**config.mk**
```make
export PLATFORM = sky130hd
export DESIGN_NAME = seq_div
export DESIGN_NICKNAME = d
export VERILOG_FILES = /design/src/rtl/seq_div.sv
export SDC_FILE = /design/constraint.sdc
export NUM_CORES = 1
export LEC_CHECK = 0
export BUFFER_PORTS_ARGS = -buffer_cell sky130_fd_sc_hd__buf_4
export CAP_MARGIN = 15
export CORE_ASPECT_RATIO = 1.2
export CORE_MARGIN = 3
export CORE_UTILIZATION = 38
export DETAILED_ROUTE_END_ITERATION = 12
export PLACE_DENSITY = 0.65
export SLEW_MARGIN = 20
export SYNTH_ARGS = -nofsm -noshare
export SYNTH_HDL_FRONTEND = slang
export SYNTH_SLANG_ARGS = --single-unit
```
**constraint.sdc**
```tcl
create_clock -name clk -period 2.1 [get_ports clk]
set_clock_uncertainty 0.05 [all_clocks]
set_input_delay 0.21 -clock clk [delete_from_list [all_inputs] [get_ports clk]]
set_output_delay 0.21 -clock clk [all_outputs]
set_load 0.005 [all_outputs]
```
**src/rtl/seq_div.sv**
```systemverilog
// Sequential unsigned divider: 2N-bit dividend by N-bit divisor, radix-2 restoring,
// one quotient bit per clock, with a start/busy/done handshake.
module seq_div #(
  parameter int N = 8
) (
  input  logic           clk,
  input  logic           rst_n,
  input  logic           start,
  input  logic [2*N-1:0] dividend,
  input  logic [N-1:0]   divisor,
  output logic [2*N-1:0] quotient,
  output logic [N-1:0]   remainder,
  output logic           div_by_zero,
  output logic           busy,
  output logic           done
);

  localparam int CW = $clog2(2*N) + 1;
  localparam logic [CW-1:0] LAST = CW'(2*N-1);

  typedef enum logic [1:0] {IDLE, RUN, DONE} state_t;

  state_t         state_reg, state_next;
  logic [2*N-1:0] dq_reg;
  logic [N-1:0]   dvs_reg;
  logic [N:0]     pr_reg;
  logic [CW-1:0]  cnt_reg;
  logic           zero_reg;
  logic [2*N-1:0] quo_reg;
  logic [N-1:0]   rem_reg;
  logic           dbz_reg;

  logic [N:0]     pr_shift, pr_diff, pr_next;
  logic           q_bit;

  // dq_reg shifts the dividend out of its MSB while quotient bits enter at its LSB,
  // so after 2N steps it holds the complete quotient.
  always_comb begin
    pr_shift = {pr_reg[N-1:0], dq_reg[2*N-1]};
    pr_diff  = pr_shift - {1'b0, dvs_reg};
    q_bit    = pr_reg[N] | (pr_shift >= {1'b0, dvs_reg});
    pr_next  = q_bit ? pr_diff : pr_shift;
  end

  always_ff @(posedge clk or negedge rst_n) begin
    if (!rst_n) begin
      state_reg <= IDLE;
    end else begin
      state_reg <= state_next;
    end
  end

  always_comb begin
    state_next = state_reg;
    unique case (state_reg)
      IDLE:    if (start) state_next = RUN;
      RUN:     if (cnt_reg == LAST) state_next = DONE;
      DONE:    state_next = IDLE;
      default: state_next = IDLE;
    endcase
  end

  always_comb begin
    busy = (state_reg != IDLE);
    done = (state_reg == DONE);
  end

  always_ff @(posedge clk or negedge rst_n) begin
    if (!rst_n) begin
      dq_reg   <= '0;
      dvs_reg  <= '0;
      pr_reg   <= '0;
      cnt_reg  <= '0;
      zero_reg <= 1'b0;
      quo_reg  <= '0;
      rem_reg  <= '0;
      dbz_reg  <= 1'b0;
    end else begin
      unique case (state_reg)
        IDLE: begin
          if (start) begin
            dq_reg   <= dividend;
            dvs_reg  <= divisor;
            pr_reg   <= '0;
            zero_reg <= (divisor == '0);
            // A zero divisor skips straight to the final step: one cycle to done.
            cnt_reg  <= (divisor == '0) ? LAST : '0;
          end
        end
        RUN: begin
          dq_reg  <= {dq_reg[2*N-2:0], q_bit};
          pr_reg  <= pr_next;
          cnt_reg <= cnt_reg + CW'(1);
          if (cnt_reg == LAST) begin
            if (zero_reg) begin
              quo_reg <= '1;
              rem_reg <= '0;
              dbz_reg <= 1'b1;
            end else begin
              quo_reg <= {dq_reg[2*N-2:0], q_bit};
              rem_reg <= pr_next[N-1:0];
              dbz_reg <= 1'b0;
            end
          end
        end
        default: ;
      endcase
    end
  end

  assign quotient    = quo_reg;
  assign remainder   = rem_reg;
  assign div_by_zero = dbz_reg;

endmodule

```
---- Word-level counts from Yosys, hierarchy flattened ----
Cells that the tools add are included.
Widths: inputs -> output; s select.
storage, ports and cells
  register bits ........................... 66
  bits of input ports ..................... 27
  output and inout bits ................... 27
  logic and storage cells ................. 40
operators by class
  add/subtract/negate cells ............... 2
  $lt $le $gt $ge ......................... 1
  equal/unequal tests ..................... 5
  muxes and demuxes ....................... 14
  bitwise gates (word level) .............. 1
  reductions and logical operators ........ 8
operators with widths
  kind                 count
  $mux 16              2
  $pmux 16 s2          1
  $mux 9               2
  $pmux 9 s2           1
  $pmux 5 s2           1
  $ge 9x8->1           1
  $sub 9x8->9          1
  $logic_not 8->1      1
  $mux 8               1
  $reduce_and 2->1     4
  $add 5x1->5 const B  1
  $eq 5x4->1 const B   1
  $mux 5               1
  $mux 2               2
  $mux 4               1
  $ne 2x2->1 const B   2
  $pmux 2 s2           1
  $reduce_bool 2->1    2
  $eq 2x1->1 const B   1
  $eq 2x2->1 const B   1
  $logic_not 2->1      1
  $mux 1               1
  $or 1x1->1           1

---- Depth between registers and ports, before layout ----
  word-level depth ........................ 4
  depth in mapped cells ................... 9
  mapped depth without buffers ............ 9

---- Worst setup path before layout ----
No wires, ideal clock.
  kind .................................... register -> register
  start ................................... reg pr_reg[5]
  end ..................................... reg pr_reg[2]
  library setup time ...................... 0.122 ns
  data arrival time ....................... 1.780 ns
  data required time ...................... 1.928 ns
  slack ................................... 0.149 ns
  stages on the path, launching flop included .. 7
  path buffers ............................ 0
  period minus slack after synthesis ...... 1.951 ns
  cell sequence ........................... dfrtp_1 > ha_1 > a21oi_2 > nand2_2 > o211a_4 > or3_1 > a32o_1
on the way
  word-level cells in the longest chain between the ends .. 4
ends and longest elaborated chain
  element                 RTL line  source
  start, declared         26        logic [N:0] pr_reg;
  start signal, assigned  92        pr_reg <= pr_next;
  $ge 9x8->1              41        q_bit = pr_reg[N] | (pr_shift >= {1'b0, dvs_reg});
  $or 1x1->1              41
  $mux 9                  42        pr_next = q_bit ? pr_diff : pr_shift;
  $pmux 9 s2              79        unique case (state_reg)
No other way between the ends.
A chain may end at the register's enable or synchronous reset.

---- Final worst setup path ----
  start ................................... reg dq_reg[15]
  end ..................................... reg rem_reg[2], in the netlist remainder[2]
on the way
  word-level cells in the longest chain between the ends .. 4
  elaborated cells on any way between the ends .. 5
  classes of those cells .................. add/sub: 1; order compare: 1; mux: 2; bitwise: 1
ends and longest elaborated chain
  element                 RTL line  source
  start, declared         24        logic [2*N-1:0] dq_reg;
  start signal, assigned  82        dq_reg <= dividend;
  start signal, assigned  91        dq_reg <= {dq_reg[2*N-2:0], q_bit};
  $ge 9x8->1              41
  $or 1x1->1              41
  $mux 9 *                42
  $mux 8 *                95        if (zero_reg) begin
  end signal, assigned    101       rem_reg <= pr_next[N-1:0];
  end, declared           30        logic [N-1:0] rem_reg;
Every way passes the cells marked *; elsewhere a longest branch is shown, timed or not.

==> parameters.txt <==
Parameter                              Value

Layout
  Share of final-layout standard cells stronger than drive strength 1 ... 31.6%
  Post-Route Utilization ... 54.0%
  Antenna diode instance count ... 0
  P&R area growth vs syn ... 36.6%
  Nets ... 480

Logic synthesis
  Post-synthesis register bit count ... 66
  Number of instances in the synthesized netlist ... 359
  Area share of the leading cell type in the synthesized netlist ... 50.7%
  Yosys warning count ... 0
  Post-Synth Simple-Gate Area ... 19.8%
  Largest family of logic cells by synthesized area ... simple AND/OR/NAND/NOR gates
  Most common cell in the netlist ... sky130_fd_sc_hd__nand2_1
  Most used standard cells in the synthesized netlist ... sky130_fd_sc_hd__nand2_1, sky130_fd_sc_hd__dfrtp_1, sky130_fd_sc_hd__nor2_1, sky130_fd_sc_hd__o21ai_0, sky130_fd_sc_hd__inv_1
  Synthesized area per cell ... 9.07 um2
  Dominant synthesized flop cell ... sky130_fd_sc_hd__dfrtp_1
  Post-synth EDFFs ... 0
  Net count of the mapped netlist ... 397
  Area share of xor/xnor cells in the synthesized design ... 1.35%
  Portion of the post-synthesis area used by sequential elements ... 50.7%
  Compound-gate portion of the synthesized area ... 19.3%
  Cell types with the largest area share after synthesis ... sky130_fd_sc_hd__dfrtp_1, sky130_fd_sc_hd__nand2_1, sky130_fd_sc_hd__o21ai_0
  Post-synth top area cell ... sky130_fd_sc_hd__dfrtp_1
  Yosys cell types ... 50
  Share of synthesized area spent on multiplexers ... 0.307%
  Share of flip-flops with an asynchronous set or reset ... 100%
  Cell Area, Synth ... 3260 um2
  Post-synthesis share of cell area spent on full adders, half adders and majority gates ... 4.46%

Pwr
  Cell area power density ... 1920 nW/um2
  Total power ... 8.52 mW
  Switching power of the nets ... 3.48 mW
  Clock share of power ... 15.2%
  Lkg Pwr ... 2.02 nW
  Power share of the sequential group ... 26.6%
  Part of the power in combinational logic ... 58.2%
  Internal Power ... 5.04 mW
  Switching share of power ... 40.9%
  Worst supply voltage drop on vdd ... 1.09 mV

Clocking
  CTS Sinks ... 66
  CTS clock-pin slew for the worst setup and hold paths ... 0.07 ns
  Clock buffer depth ... 2
  Clock insertion delay at the later pin of the skew report ... 0.34 ns
  CTS HTree Levels ... 3
  Number of buffers created by CTS ... 9
  TritonCTS clock tree ... done
  Clk root buf ... sky130_fd_sc_hd__clkbuf_8

Setup path
  Crit end category ... register
  Worst EP required ... 2.27 ns
  Startpoint Class ... register
  Critical path's slowest cell ... sky130_fd_sc_hd__dfrtp_1
  Peak per-stage delay on the critical path ... 0.38 ns
  Max FO, Critical Path ... 8
  List of cells traversed by the critical path ... inv_1, ha_2, nand2b_4, a211oi_4, buf_4, o211a_4, or3_4, a32o_1
  Arrival @ worst endpoint ... 2.22 ns
  Setup Crit Path Kind ... reg2reg

Placed design
  Placer's final routability congestion estimate ... 0.877
  Post-detailed-placement half-perimeter wirelength ... 6120 um
  Count of input and output buffers ... 53

Timing
  Maximum frequency from static timing analysis ... 487 MHz
  Aggregate negative setup slack ... 0 ns
  Count of final setup violators ... 0
  Final Hold Violating Endpoints ... 0
  Final Critical Period ... 2.05 ns
  Worst Max-Slew Pin Slew ... 0.843 ns
  Portion of the clock cycle consumed by the worst path in the final layout ... 97.7%
  Unrepaired setup endpoints after global routing ... yes
  Slew Viols, Final ... 0
  Slew HR ... 43.8%

Detailed routing
  Average wire length per cell after detail routing ... 15.7 um
  DR pass1 iterations ... 4
  Vias ... 2924
  Number of nets with antenna violations after detailed routing ... 0
  Total Wirelength ... 8820 um
  DR vias/cell ... 5.22
  DRC ... 0
  Number of DRC markers after the initial detailed-route iteration ... 133

GRT
  Gr usage total ... 18.1%
  First-pass GRT wire length ... 14200 um
  Vias in the first global route ... 2850
  Pin count of the biggest net entering global routing ... 67
  Grt total ovfl ... 0
  Antenna violations before repair ... 0

Die
  Cell row count ... 36
  Area inside the core boundary ... 8240 um2
  Starting density of the core ... 39.5%
  I/O pin total ... 54
  Die W ... 90.5 um
  Die Area ... 9720 um2
  Vert. Die Dim ... 107 um

Hold path
  Class of the worst hold path ... in2reg

Outcome
  Status ... finished clean

Job
  Count of max-cap constraint violations ... 0
[per-layer routing]
metal / GRT usage [%] / vias up / share of wire (%)
met1: 22.9 / 1407 / 44
met5: 0 / - / 0
li1: - / 1416 / -
met2: 30.4 / 85 / 49
met4: 6.13 / 0 / 2.6
met3: 4.20 / 16 / 4.6
[critical path: cells and delay by family (launching register included)]
kind / cells / cell delay [ns]
compound gates: 3 / 0.58
flops: 1 / 0.38
simple gates: 2 / 0.48
buf+inv: 2 / 0.24
fa+ha+maj: 1 / 0.20
[layout make-up]
class	instances	area [um2]
Clock inverter	6	115
Clock buffer	9	124
Multi-Input combinational cell	259	1660
Fill cell	774	3790
Timing Repair Buffer	90	698
Sequential cell	66	1650
Tap cell	114	143
Inverter	16	60.1
[path summary, 6_finish.rpt]
kind / slack, ns / cells after the start / end / from
setup / recovery: 0.05 / 8 / remainder[2] / dq_reg[15]
hold / removal: 0.02 / 3 / dvs_reg[0] / divisor[0]
setup reg to reg: 0.05 / 8 / remainder[2] / dq_reg[15]
hold reg to reg: 0.43 / 2 / quotient[11] / quotient[11]
max in group asynchronous: 0.99 / 2 / pr_reg[8] / rst_n
min in group asynchronous: 0.45 / 2 / quotient[14] / rst_n
[power groups by stage]
stage / Sequential, mW / Combinational [mW] / Clock (mW)
5_1_grt: 2.33 / 5.47 / 1.38
3_5_place_dp: 2.27 / 4.07 / 0
3_3_place_gp: 2.26 / 4.03 / 0
6_report: 2.26 / 4.96 / 1.29
4_1_cts: 2.24 / 4.22 / 1.32
2_1_floorplan: 2.20 / 2.53 / 0
[per-stage QoR]
step                instance area, um2  hold slack [ns]  std cells  setup WS, ns
global placement                  3960            0.318        537        -0.205
detailed placement                3960            0.320        537        -0.134
global route                      4450           0.0222        560       -0.0272
CTS                               4240          0.00633        554     -0.000411
finish                            4450           0.0231        560        0.0485
floorplan                         3260           -0.136        359         0.149
[logic make-up after synthesis]
| logic type | Yosys count |
|---|---|
| AO/OA/AOI/OAI | 95 |
| XOR/XNOR | 5 |
| adder cells (fa/ha/maj) | 11 |
| buffers and inverters | 34 |
| flip-flops | 66 |
| multiplexers | 1 |
| AND/OR/NAND/NOR | 147 |
[cells in the final DEF, fill, tap and decap left out, types with 2 or more instances in the layout]
cell / netlist / layout
sky130_fd_sc_hd__buf_4: 0 / 86
sky130_fd_sc_hd__nand2_1: 79 / 78
sky130_fd_sc_hd__dfrtp_1: 66 / 66
sky130_fd_sc_hd__nor2_1: 39 / 36
sky130_fd_sc_hd__o21ai_0: 32 / 29
sky130_fd_sc_hd__inv_1: 16 / 14
sky130_fd_sc_hd__a31oi_1: 14 / 14
sky130_fd_sc_hd__a21oi_1: 11 / 9
sky130_fd_sc_hd__clkbuf_8: 0 / 9
sky130_fd_sc_hd__nand4_1: 6 / 6
sky130_fd_sc_hd__o211ai_1: 6 / 6
sky130_fd_sc_hd__a32o_1: 6 / 6
sky130_fd_sc_hd__ha_4: 0 / 5
sky130_fd_sc_hd__o31ai_1: 7 / 4
sky130_fd_sc_hd__ha_1: 10 / 4
sky130_fd_sc_hd__a21oi_2: 2 / 3
sky130_fd_sc_hd__xor2_1: 3 / 3
sky130_fd_sc_hd__o31ai_2: 0 / 3
sky130_fd_sc_hd__bufinv_16: 0 / 3
sky130_fd_sc_hd__inv_2: 0 / 2
sky130_fd_sc_hd__and2b_1: 2 / 2
sky130_fd_sc_hd__nand2_2: 1 / 2
sky130_fd_sc_hd__nor2_2: 0 / 2
sky130_fd_sc_hd__and2_1: 2 / 2
sky130_fd_sc_hd__a41oi_2: 0 / 2
sky130_fd_sc_hd__nor3_1: 2 / 2
sky130_fd_sc_hd__xnor2_1: 2 / 2
sky130_fd_sc_hd__o21ai_1: 0 / 2
sky130_fd_sc_hd__a22oi_1: 2 / 2
sky130_fd_sc_hd__or4_1: 2 / 2
sky130_fd_sc_hd__o22ai_1: 2 / 2
sky130_fd_sc_hd__buf_6: 0 / 2
[what timing repair did]
item	CTS	global route
buffers inserted	1	6
pin swaps	1	13
endpoints found under the setup margin	6	15
hold endpoints to repair	66	0
gates cloned	0	0
resized for setup	7	32
hold buffers	1	0
(Power assumes the default switching activity.)
